`config.mk`:
```
export PLATFORM = sky130hd
export DESIGN_NAME = conv_seq_ctrl
export DESIGN_NICKNAME = d
export VERILOG_FILES = /design/src/rtl/conv_pkg.sv /design/src/rtl/conv_mac.sv /design/src/rtl/conv_seq_ctrl.sv
export SDC_FILE = /design/constraint.sdc
export NUM_CORES = 2
export LEC_CHECK = 0
export BUFFER_PORTS_ARGS = -buffer_cell sky130_fd_sc_hd__clkbuf_2
export CORE_ASPECT_RATIO = 1.4
export CORE_UTILIZATION = 40
export CTS_CLUSTER_SIZE = 25
export DETAILED_ROUTE_END_ITERATION = 8
export MAX_ROUTING_LAYER = met4
export SYNTH_ARGS = -nofsm -noshare
export SYNTH_HDL_FRONTEND = slang
export SYNTH_HIERARCHICAL = 1
export SYNTH_SLANG_ARGS = --single-unit
```
`constraint.sdc`:
```
create_clock -name clk -period 8.6 [get_ports clk]
set_clock_uncertainty 0.15 [all_clocks]
set_input_delay 1.72 -clock clk [delete_from_list [all_inputs] [get_ports clk]]
set_output_delay 1.72 -clock clk [all_outputs]
set_load 0.05 [all_outputs]
```
`src/rtl/conv_pkg.sv`:
```
// conv_pkg: shared types and constants for the 1-D convolution sequencer.
// Holds the FSM state enum, config-field indices and status/interrupt bit positions.
package conv_pkg;

  typedef enum logic [2:0] {
    IDLE,
    SETUP,
    RUN,
    DRAIN,
    WRITE,
    DONE
  } conv_state_e;

  // Config register fields are packed at field_index * ADDR_WIDTH_MEMI.
  localparam int CFG_SX_FIELD    = 0;
  localparam int CFG_SY_FIELD    = 1;

  localparam int STATUS_BUSY_BIT = 0;
  localparam int INT_DONE_BIT    = 0;
  localparam int INT_ERR_BIT     = 1;

endpackage

```
`src/rtl/conv_mac.sv`:
```
// conv_mac: signed multiply-accumulate with clear/enable and a DW-wide result view.
// Define CONV_SAT_EN to saturate the result; otherwise the low DW bits are returned.
module conv_mac
  import conv_pkg::*;
#(
  parameter int DW    = 32,
  parameter int ACC_W = 70
) (
  input  logic          clk,
  input  logic          rst_n,
  input  logic          i_en,
  input  logic          i_clr,
  input  logic          i_vld,
  input  logic [DW-1:0] i_a,
  input  logic [DW-1:0] i_b,
  output logic [DW-1:0] o_res
);

  logic                    r_vld;
  logic                    r_frz;
  logic [DW-1:0]           r_ha, r_hb;
  logic signed [ACC_W-1:0] r_acc;

  logic [DW-1:0]           w_a, w_b;
  logic signed [2*DW-1:0]  w_prod;
  logic signed [ACC_W-1:0] w_prod_ext;

  // The memories keep reading while frozen, so the operand pair that was on the
  // bus when the freeze began is held and used on the first enabled cycle.
  assign w_a        = r_frz ? r_ha : i_a;
  assign w_b        = r_frz ? r_hb : i_b;
  assign w_prod     = $signed(w_a) * $signed(w_b);
  assign w_prod_ext = {{(ACC_W-2*DW){w_prod[2*DW-1]}}, w_prod};

  always_ff @(posedge clk or negedge rst_n) begin
    if (!rst_n) begin
      r_vld <= 1'b0;
      r_frz <= 1'b0;
      r_ha  <= '0;
      r_hb  <= '0;
      r_acc <= '0;
    end else begin
      r_frz <= !i_en;
      if (!r_frz) begin
        r_ha <= i_a;
        r_hb <= i_b;
      end
      if (i_en) begin
        r_vld <= i_vld;
        if (i_clr)      r_acc <= '0;
        else if (r_vld) r_acc <= r_acc + w_prod_ext;
      end
    end
  end

`ifdef CONV_SAT_EN
  localparam logic signed [ACC_W-1:0] MAXV = {{(ACC_W-DW+1){1'b0}}, {(DW-1){1'b1}}};
  localparam logic signed [ACC_W-1:0] MINV = {{(ACC_W-DW+1){1'b1}}, {(DW-1){1'b0}}};

  always_comb begin
    o_res = r_acc[DW-1:0];
    if (r_acc > MAXV)      o_res = MAXV[DW-1:0];
    else if (r_acc < MINV) o_res = MINV[DW-1:0];
  end
`else
  logic w_unused_acc;
  assign w_unused_acc = ^r_acc[ACC_W-1:DW];
  assign o_res        = r_acc[DW-1:0];
`endif

endmodule

```
`src/rtl/conv_seq_ctrl.sv`:
```
// conv_seq_ctrl: sequencer for z[n] = sum_k x[k]*y[n-k]; drives X/Y reads, Z writes, MAC.
// Define CONV_SAT_EN to saturate Z results instead of wrapping.
module conv_seq_ctrl
  import conv_pkg::*;
#(
  parameter int DATA_WIDTH      = 32,
  parameter int ADDR_WIDTH_MEMI = 6,
  parameter int ADDR_WIDTH_MEMO = 6,
  parameter int ACC_WIDTH       = 2*DATA_WIDTH+ADDR_WIDTH_MEMI
) (
  input  logic                       clk,
  input  logic                       rst_n,
  input  logic                       en_s,
  input  logic                       start,
  input  logic [31:0]                data_ConfigReg,
  output logic [ADDR_WIDTH_MEMI-1:0] memX_addr,
  input  logic [DATA_WIDTH-1:0]      dataX,
  output logic [ADDR_WIDTH_MEMI-1:0] memY_addr,
  input  logic [DATA_WIDTH-1:0]      dataY,
  output logic [ADDR_WIDTH_MEMO-1:0] memZ_addr,
  output logic [DATA_WIDTH-1:0]      dataZ,
  output logic                       writeZ,
  output logic [7:0]                 status_IPcore,
  output logic [7:0]                 int_IPcore
);

  localparam int AWI    = ADDR_WIDTH_MEMI;
  localparam int NW     = AWI + 1;
  localparam int SX_LSB = CFG_SX_FIELD * AWI;
  localparam int SY_LSB = CFG_SY_FIELD * AWI;

  conv_state_e    r_state, w_nxt;
  logic [AWI-1:0] r_sx, r_sy, r_k, r_kmax;
  logic [NW-1:0]  r_n;
  logic           r_err;

  logic [AWI-1:0]        w_cfg_sx, w_cfg_sy, w_kmin, w_kmax;
  logic [NW-1:0]         w_tot, w_nlast, w_np1;
  logic                  w_zero, w_big, w_unused_cfg;
  logic [DATA_WIDTH-1:0] w_res;

  assign w_cfg_sx     = data_ConfigReg[SX_LSB +: AWI];
  assign w_cfg_sy     = data_ConfigReg[SY_LSB +: AWI];
  assign w_unused_cfg = ^data_ConfigReg[31:2*AWI];

  assign w_tot  = {1'b0, w_cfg_sx} + {1'b0, w_cfg_sy};
  assign w_zero = (w_cfg_sx == '0) || (w_cfg_sy == '0);
  // SX+SY-1 outputs must fit in the Z memory.
  assign w_big  = 32'(w_tot) > 32'(2**ADDR_WIDTH_MEMO) + 32'd1;

  assign w_nlast = {1'b0, r_sx} + {1'b0, r_sy} - NW'(2);
  assign w_np1   = r_n + NW'(1);
  assign w_kmin  = (w_np1 > {1'b0, r_sy}) ? AWI'(w_np1 - {1'b0, r_sy}) : '0;
  assign w_kmax  = (r_n < {1'b0, r_sx}) ? AWI'(r_n) : r_sx - AWI'(1);

  always_ff @(posedge clk or negedge rst_n) begin
    if (!rst_n)    r_state <= IDLE;
    else if (en_s) r_state <= w_nxt;
  end

  always_comb begin
    w_nxt = r_state;
    case (r_state)
      IDLE:    if (start) w_nxt = (w_zero || w_big) ? DONE : SETUP;
      SETUP:   w_nxt = RUN;
      RUN:     if (r_k == r_kmax) w_nxt = DRAIN;
      DRAIN:   w_nxt = WRITE;
      WRITE:   w_nxt = (r_n == w_nlast) ? DONE : SETUP;
      DONE:    w_nxt = IDLE;
      default: w_nxt = IDLE;
    endcase
  end

  always_ff @(posedge clk or negedge rst_n) begin
    if (!rst_n) begin
      r_sx   <= '0;
      r_sy   <= '0;
      r_k    <= '0;
      r_kmax <= '0;
      r_n    <= '0;
      r_err  <= 1'b0;
    end else if (en_s) begin
      case (r_state)
        IDLE: if (start) begin
          r_sx  <= w_cfg_sx;
          r_sy  <= w_cfg_sy;
          r_err <= !w_zero && w_big;
          r_n   <= '0;
        end
        SETUP: begin
          r_k    <= w_kmin;
          r_kmax <= w_kmax;
        end
        RUN:     r_k <= r_k + AWI'(1);
        WRITE:   if (r_n != w_nlast) r_n <= r_n + NW'(1);
        default: ;
      endcase
    end
  end

  conv_mac #(
    .DW    (DATA_WIDTH),
    .ACC_W (ACC_WIDTH)
  ) u_mac (
    .clk   (clk),
    .rst_n (rst_n),
    .i_en  (en_s),
    .i_clr (r_state == SETUP),
    .i_vld (r_state == RUN),
    .i_a   (dataX),
    .i_b   (dataY),
    .o_res (w_res)
  );

  // n-k is at most SY-1, so the modulo-2**AWI difference is exact.
  assign memX_addr = (r_state == RUN) ? r_k : '0;
  assign memY_addr = (r_state == RUN) ? (r_n[AWI-1:0] - r_k) : '0;
  assign writeZ    = (r_state == WRITE);
  assign memZ_addr = writeZ ? ADDR_WIDTH_MEMO'(r_n) : '0;
  assign dataZ     = writeZ ? w_res : '0;

  always_comb begin
    status_IPcore                  = '0;
    status_IPcore[STATUS_BUSY_BIT] = (r_state != IDLE);
    int_IPcore                     = '0;
    int_IPcore[INT_DONE_BIT]       = (r_state == DONE);
    int_IPcore[INT_ERR_BIT]        = (r_state == DONE) && r_err;
  end

endmodule

```
* Yosys cells after proc, flatten, opt, wreduce, memory -nomap -nowiden *
Cells that the tools add are included.

operators by class
  add/subtract/negate cells = 9
  $mul = 1
  magnitude comparators = 3
  equality and inequality tests = 11
  multiplexer cells = 19
  reductions and logical operators = 19

operators by type and width
  cell                 number
  $mux 70              2
  $mux 32              3
  $add 70x64->70       1
  $mul 32x32->64       1
  $mux 6               5
  $pmux 3 s5           1
  $add 6x6->7          2
  $mux 7               2
  $pmux 7 s2           1
  $logic_not 6->1      2
  $mux 3               4
  $pmux 6 s2           1
  $sub 6x6->6          2
  $add 7x1->7 const B  1
  $eq 7x7->1           1
  $gt 7x6->1           1
  $gt 7x7->1 const B   1
  $lt 7x6->1           1
  $ne 7x7->1           1
  $sub 7x2->7 const B  1
  $add 6x1->6 const B  1
  $eq 3x2->1 const B   2
  $eq 3x3->1 const B   2
  $eq 6x6->1           1
  other kinds (13)     22

storage, ports and cells
  register bits after elaboration = 171
  input port bits = 100
  output and inout bits = 67
  word-level logic and storage cells = 74

* Logic depth before layout (Yosys ltp) *
  depth after elaboration = 6
  mapped depth = 32
  mapped depth without buffers = 28

* By module *
Netlist, hierarchy kept.

modules (own cells, without submodules)
  module         instances  cells an instance  area each (um^2)  sequential area each (um^2)
  conv_mac       1          2184               20373.3           2452.4
  conv_seq_ctrl  1          455                3584.7            875.8

* Worst setup path after synthesis *
OpenSTA, ideal clock, no wires.

  path type = input -> register
  start = in dataX[10]
  end = reg u_mac.r_acc[31]
  library setup time = 0.121 ns
  data arrival time = 8.614 ns
  data required time = 8.329 ns
  path slack = -0.285 ns
  stages = 27
  path buffers = 1
  cells stage by stage = mux2i_1 clkbuf_1 nor2_1 fa_1 fa_1 inv_1 fa_1 inv_1 fa_1 inv_1 fa_1 inv_1 fa_1 fa_1 inv_1 fa_1 inv_1 ha_1 and3_1 and3_1 a221o_1 nor2_1 o31ai_1 a21o_1 a21oi_1 xnor2_1 a22o_1

between the ends
  word-level cells in the longest chain between the ends = 5

RTL lines
  what                    RTL line             RTL
  start: declaration      conv_seq_ctrl.sv:17  input logic [DATA_WIDTH-1:0] dataX,
  $mux 32                 n/a
  $mul 32x32->64          conv_mac.sv:32       assign w_prod = $signed(w_a) * $signed(w_b);
  $add 70x64->70          conv_mac.sv:51       else if (r_vld) r_acc <= r_acc + w_prod_ext;
  $mux 70                 conv_mac.sv:51
  $mux 70                 conv_mac.sv:50       if (i_clr) r_acc <= '0;
  end signal: assignment  conv_mac.sv:51
  end: declaration        conv_mac.sv:22       logic signed [ACC_W-1:0] r_acc;

Every way passes these cells. The select of a mux whose other input is x is not followed.
A chain may end at the register's enable or synchronous reset.

* Worst setup path in the final report *
  start = in dataY[9]
  end = reg u_mac.r_acc[31]

between the ends
  word-level cells in the longest chain between the ends = 5

RTL lines
  what                RTL line             RTL
  start: declaration  conv_seq_ctrl.sv:19  input logic [DATA_WIDTH-1:0] dataY,
  $mux 32             conv_mac.sv:31       assign w_b = r_frz ? r_hb : i_b;
  $mul 32x32->64      conv_mac.sv:32
  $add 70x64->70      conv_mac.sv:51
  $mux 70             conv_mac.sv:51
  $mux 70             conv_mac.sv:50

Every way passes these cells. The select of a mux whose other input is x is not followed.

==> results by stage <==
Outcome:
- The run finished with clean final reports.

Floorplanning:
- The floorplan step set the die width to 209 µm.
- The initialized floorplan defines 105 standard-cell rows.
- Once the floorplan was initialized, standard cells occupied 40.7% of the core.
- The core region is 58900 µm².
- The floorplan step defined a die boundary enclosing 60900 µm².
- The die is 292 µm tall.
- The number of I/O pins is 167.

Synth:
- The cell taking the most area after synthesis is sky130_fd_sc_hd__fa_1.
- The most frequently used flop master after synthesis is sky130_fd_sc_hd__dfrtp_1.
- The count of synthesis-stage warnings from yosys is 6.
- The synthesized netlist occupies a cell area of 24000 µm².
- After synthesis, the largest family of logic cells by area is adder cells.
- After Yosys synthesis, XOR and XNOR cells account for 4.39% of the synthesized area.
- In the synthesized netlist, the number of instances is 2639.
- Summing the areas of all fa, ha and maj instances in the mapped netlist gives 46.7% of the synthesized area.
- Sorting the synthesized cells by area gives the leading types as sky130_fd_sc_hd__fa_1 (37%), sky130_fd_sc_hd__dfrtp_1 (14%), sky130_fd_sc_hd__ha_1 (9.8%).
- Yosys mapped a number of flops with a built-in enable equal to 0.
- Of the synthesized area, sequential elements account for 13.9%.
- The fraction of registers with async set/reset is 100%.
- The mean instance size in the synthesized netlist is 9.08 µm².
- By instance count, the leading cell after synthesis is sky130_fd_sc_hd__inv_1.
- After synthesis, the share of cell area in mux cells is 4.03%.
- In the synthesized netlist, the cells that appear most often are sky130_fd_sc_hd__inv_1 (601), sky130_fd_sc_hd__fa_1 (442), sky130_fd_sc_hd__nor2_1 (343).
- The share of the synthesized area in the top cell type is 36.9%.
- Counting flops and latches in the post-synthesis netlist gives 133.
- The synthesized-area fraction occupied by ao, oa, aoi and oai cells is 5.75%.
- After Yosys synthesis, and, or, nand and nor cells account for 13.1% of the synthesized area.
- After synthesis, the netlist uses 68 different library cells.

GRT:
- Global routing used 26.5% of the available tracks.
- The via count of the first global-routing pass is 20515.
- The first global-routing pass estimated 118 mm of wire.
- Entering global routing, the biggest net connects 75 pins.
- The initial antenna violation count was 3.
- After global routing the overflow that remains totals 0.

STA:
- The highest attainable clock frequency is 118 MHz.
- The max-slew headroom at the worst pin is 21.4%.
- The actual slew at the worst max-slew pin is 1.17 ns.
- The final sum of negative setup slack is 0 ns.
- Setup repair after global routing could not meet its margin everywhere.
- Dividing the final minimum period by the clock period gives 98.3%.
- The number of hold violations in the final report is 0.
- The final count of pins violating max slew came to 0.
- The final-report setup violation count is 0.
- For the finished layout, the period the worst path requires is 8.45 ns.

Setup path:
- In this run the critical register-to-register path is launched from u_mac/r_frz$_DFF_PN0_.
- The critical path in this run is classified as input pin to register.
- Of all nets on the critical path, the largest fanout is 4.
- The kind of start point of the critical path is an input pin.
- In this run the worst setup path begins at dataY[9].
- The worst setup path is captured at a register.
- The data arrival time at the worst-slack endpoint is 8.65 ns.
- The most prevalent standard cell on the critical path is sky130_fd_sc_hd__fa_1.
- In this design, the stage delay of the slowest critical-path cell is 0.56 ns.
- The standard cell with the maximum stage delay on the critical path is sky130_fd_sc_hd__fa_1.
- For the worst setup path, the data required time is 8.80 ns.
- The number of buffers and inverters on the critical path is 5.
- Setup slack on the worst reg-to-reg path comes out at 0.46 ns.
- Broken down by cell family, the worst path's largest delay share belongs to adder cells.

Detailed routing:
- The number of iterations in the first detailed-routing pass is 5.
- In the final routed layout, each cell accounts on average for 19.8 µm.
- The post-detailed-route count of antenna-violating nets is 0.
- For this run, design rule violations remaining after detail routing come to 0.
- Dividing the detail-routed via count by the number of cells gives 5.03.
- After the first detailed-routing iteration, the DRC count stood at 1139.
- The total detailed-routing wirelength is 74.5 mm.
- The routed via count is 18955.

Placed design:
- The quantity of I/O buffers inserted on ports is 133.
- The HPWL after detailed placement is 64.6 mm.
- Routability-driven placement finished with a final weighted congestion of 0.967.
- The placed cell area is 27600 µm².
- After detailed placement, the design holds a cell count of 3716.

Run:
- The number of maximum-capacitance constraint violations is 0.

Finish:
- In the final layout, the share of cells above drive strength 1 is 19.9%.
- The area growth from synthesis to layout is 19.5%.
- The final instance area is 28600 µm².
- For this run, the post-layout net count is 3730.
- Cells fill 48.6% of the core in the end.
- The non-filler instance count after layout is 3766.

Clock network:
- The clock tree synthesis step divided the H-tree into 4 levels.
- The hold buffer count at cts is 0.
- In this run the clock root is driven by a sky130_fd_sc_hd__clkbuf_16.
- The clock tree from TritonCTS is yes.
- The worst-case clock buffer depth is 2.
- At the later pin of the worst-skew pair, clock insertion delay measures 0.46 ns.
- Clock-pin slew was measured on the worst setup and hold paths at 0.08 ns.
- The tree built by TritonCTS fans out to 133 sinks.
- Buffers inserted during clock tree synthesis total 17.

Hold path:
- In this run the worst hold path is classified as register to register.
- The worst hold path begins at r_sy[1]$_DFFE_PN0P_.
## flip-flops by register name (all words and copies together) (netlist names)
register     count
u_mac/r_hb      32
r_sy             6
u_mac/r_vld      1
u_mac/r_frz      1
u_mac/r_ha      32
u_mac/r_acc     32
r_kmax           6
r_state          3
r_n              7
r_k              6
r_err            1
r_sx             6
## what timing repair did
item,4_1_cts,5_1_grt
gates resized for setup,0,72
setup buffers,0,15
setup endpoints to repair,0,9
## layer usage
| layer | global-route usage, % | share of wire, % | wire, µm |
|---|---|---|---|
| met2 | 46.2 | 52 | 38800 |
| met1 | 30.5 | 38 | 28400 |
| met4 | 11.1 | 5.0 | 3730 |
| met3 | 3.51 | 4.8 | 3550 |
| met5 | - | 0 | 0 |
## final timing paths
path                                               endpoint  cells past startpoint
worst max-delay path            u_mac/r_acc[31]$_DFFE_PN0P_                     25
worst min-delay path                    r_sy[1]$_DFFE_PN0P_                      2
worst max register to register  u_mac/r_acc[31]$_DFFE_PN0P_                     25
worst min register to register          r_sy[1]$_DFFE_PN0P_                      2
max in group asynchronous             u_mac/r_frz$_DFF_PN0_                      2
min in group asynchronous        u_mac/r_acc[7]$_DFFE_PN0P_                      1
## final cells by class
class,instances,area [µm²]
Clock buffer,21,470
Antenna cell,3,7.51
Fill cell,5601,30200
Sequential cell,133,3330
Tap cell,749,937
Clock inverter,11,146
Inverter,630,2390
Multi-Input combinational cell,1783,18100
Timing Repair Buffer,436,3230
## tightest hold or removal path: stages (launching register included)
cell                      delay (ns)
sky130_fd_sc_hd__dfrtp_1        0.35
sky130_fd_sc_hd__nand2_1        0.05
sky130_fd_sc_hd__o21ai_0        0.06
## placed cells by master, fill, tap and decap left out, types with 13 or more instances in the layout
master                      count
sky130_fd_sc_hd__xor2_1        20
sky130_fd_sc_hd__o21ai_0       39
sky130_fd_sc_hd__nand2_1      279
sky130_fd_sc_hd__mux2i_4       22
sky130_fd_sc_hd__nor3_1        16
sky130_fd_sc_hd__a22o_1        21
sky130_fd_sc_hd__buf_4        272
sky130_fd_sc_hd__clkbuf_16     17
sky130_fd_sc_hd__a21o_1        18
sky130_fd_sc_hd__ha_1         180
sky130_fd_sc_hd__mux2i_2       22
sky130_fd_sc_hd__and3_1        42
sky130_fd_sc_hd__clkbuf_2     130
sky130_fd_sc_hd__a21oi_1       42
sky130_fd_sc_hd__conb_1        13
sky130_fd_sc_hd__nand3_1       13
sky130_fd_sc_hd__o31ai_1       14
sky130_fd_sc_hd__inv_1        597
sky130_fd_sc_hd__fa_1         434
sky130_fd_sc_hd__inv_2         19
sky130_fd_sc_hd__xnor2_1       90
sky130_fd_sc_hd__dfrtp_1      132
sky130_fd_sc_hd__nor2_1       337
sky130_fd_sc_hd__buf_12        18
## cell families after synthesis
kind of cell	after synthesis
fa+ha+maj	629
simple gates	752
other cells	1
flops	133
xor+xnor	115
compound gates	204
buf+inv	735
mux	70
## metrics by stage
stage	hold WS, ns	setup WS (ns)
floorplan	0.291	0.00185
global placement	0.323	-0.417
detailed placement	0.324	-0.460
CTS	0.339	0.0000488
global route	0.371	-0.0475
finish	0.335	0.148
Power is left out: the tool's default activity adds up to more than one toggle a clock period on the data nets, which glitch-free logic cannot reach.
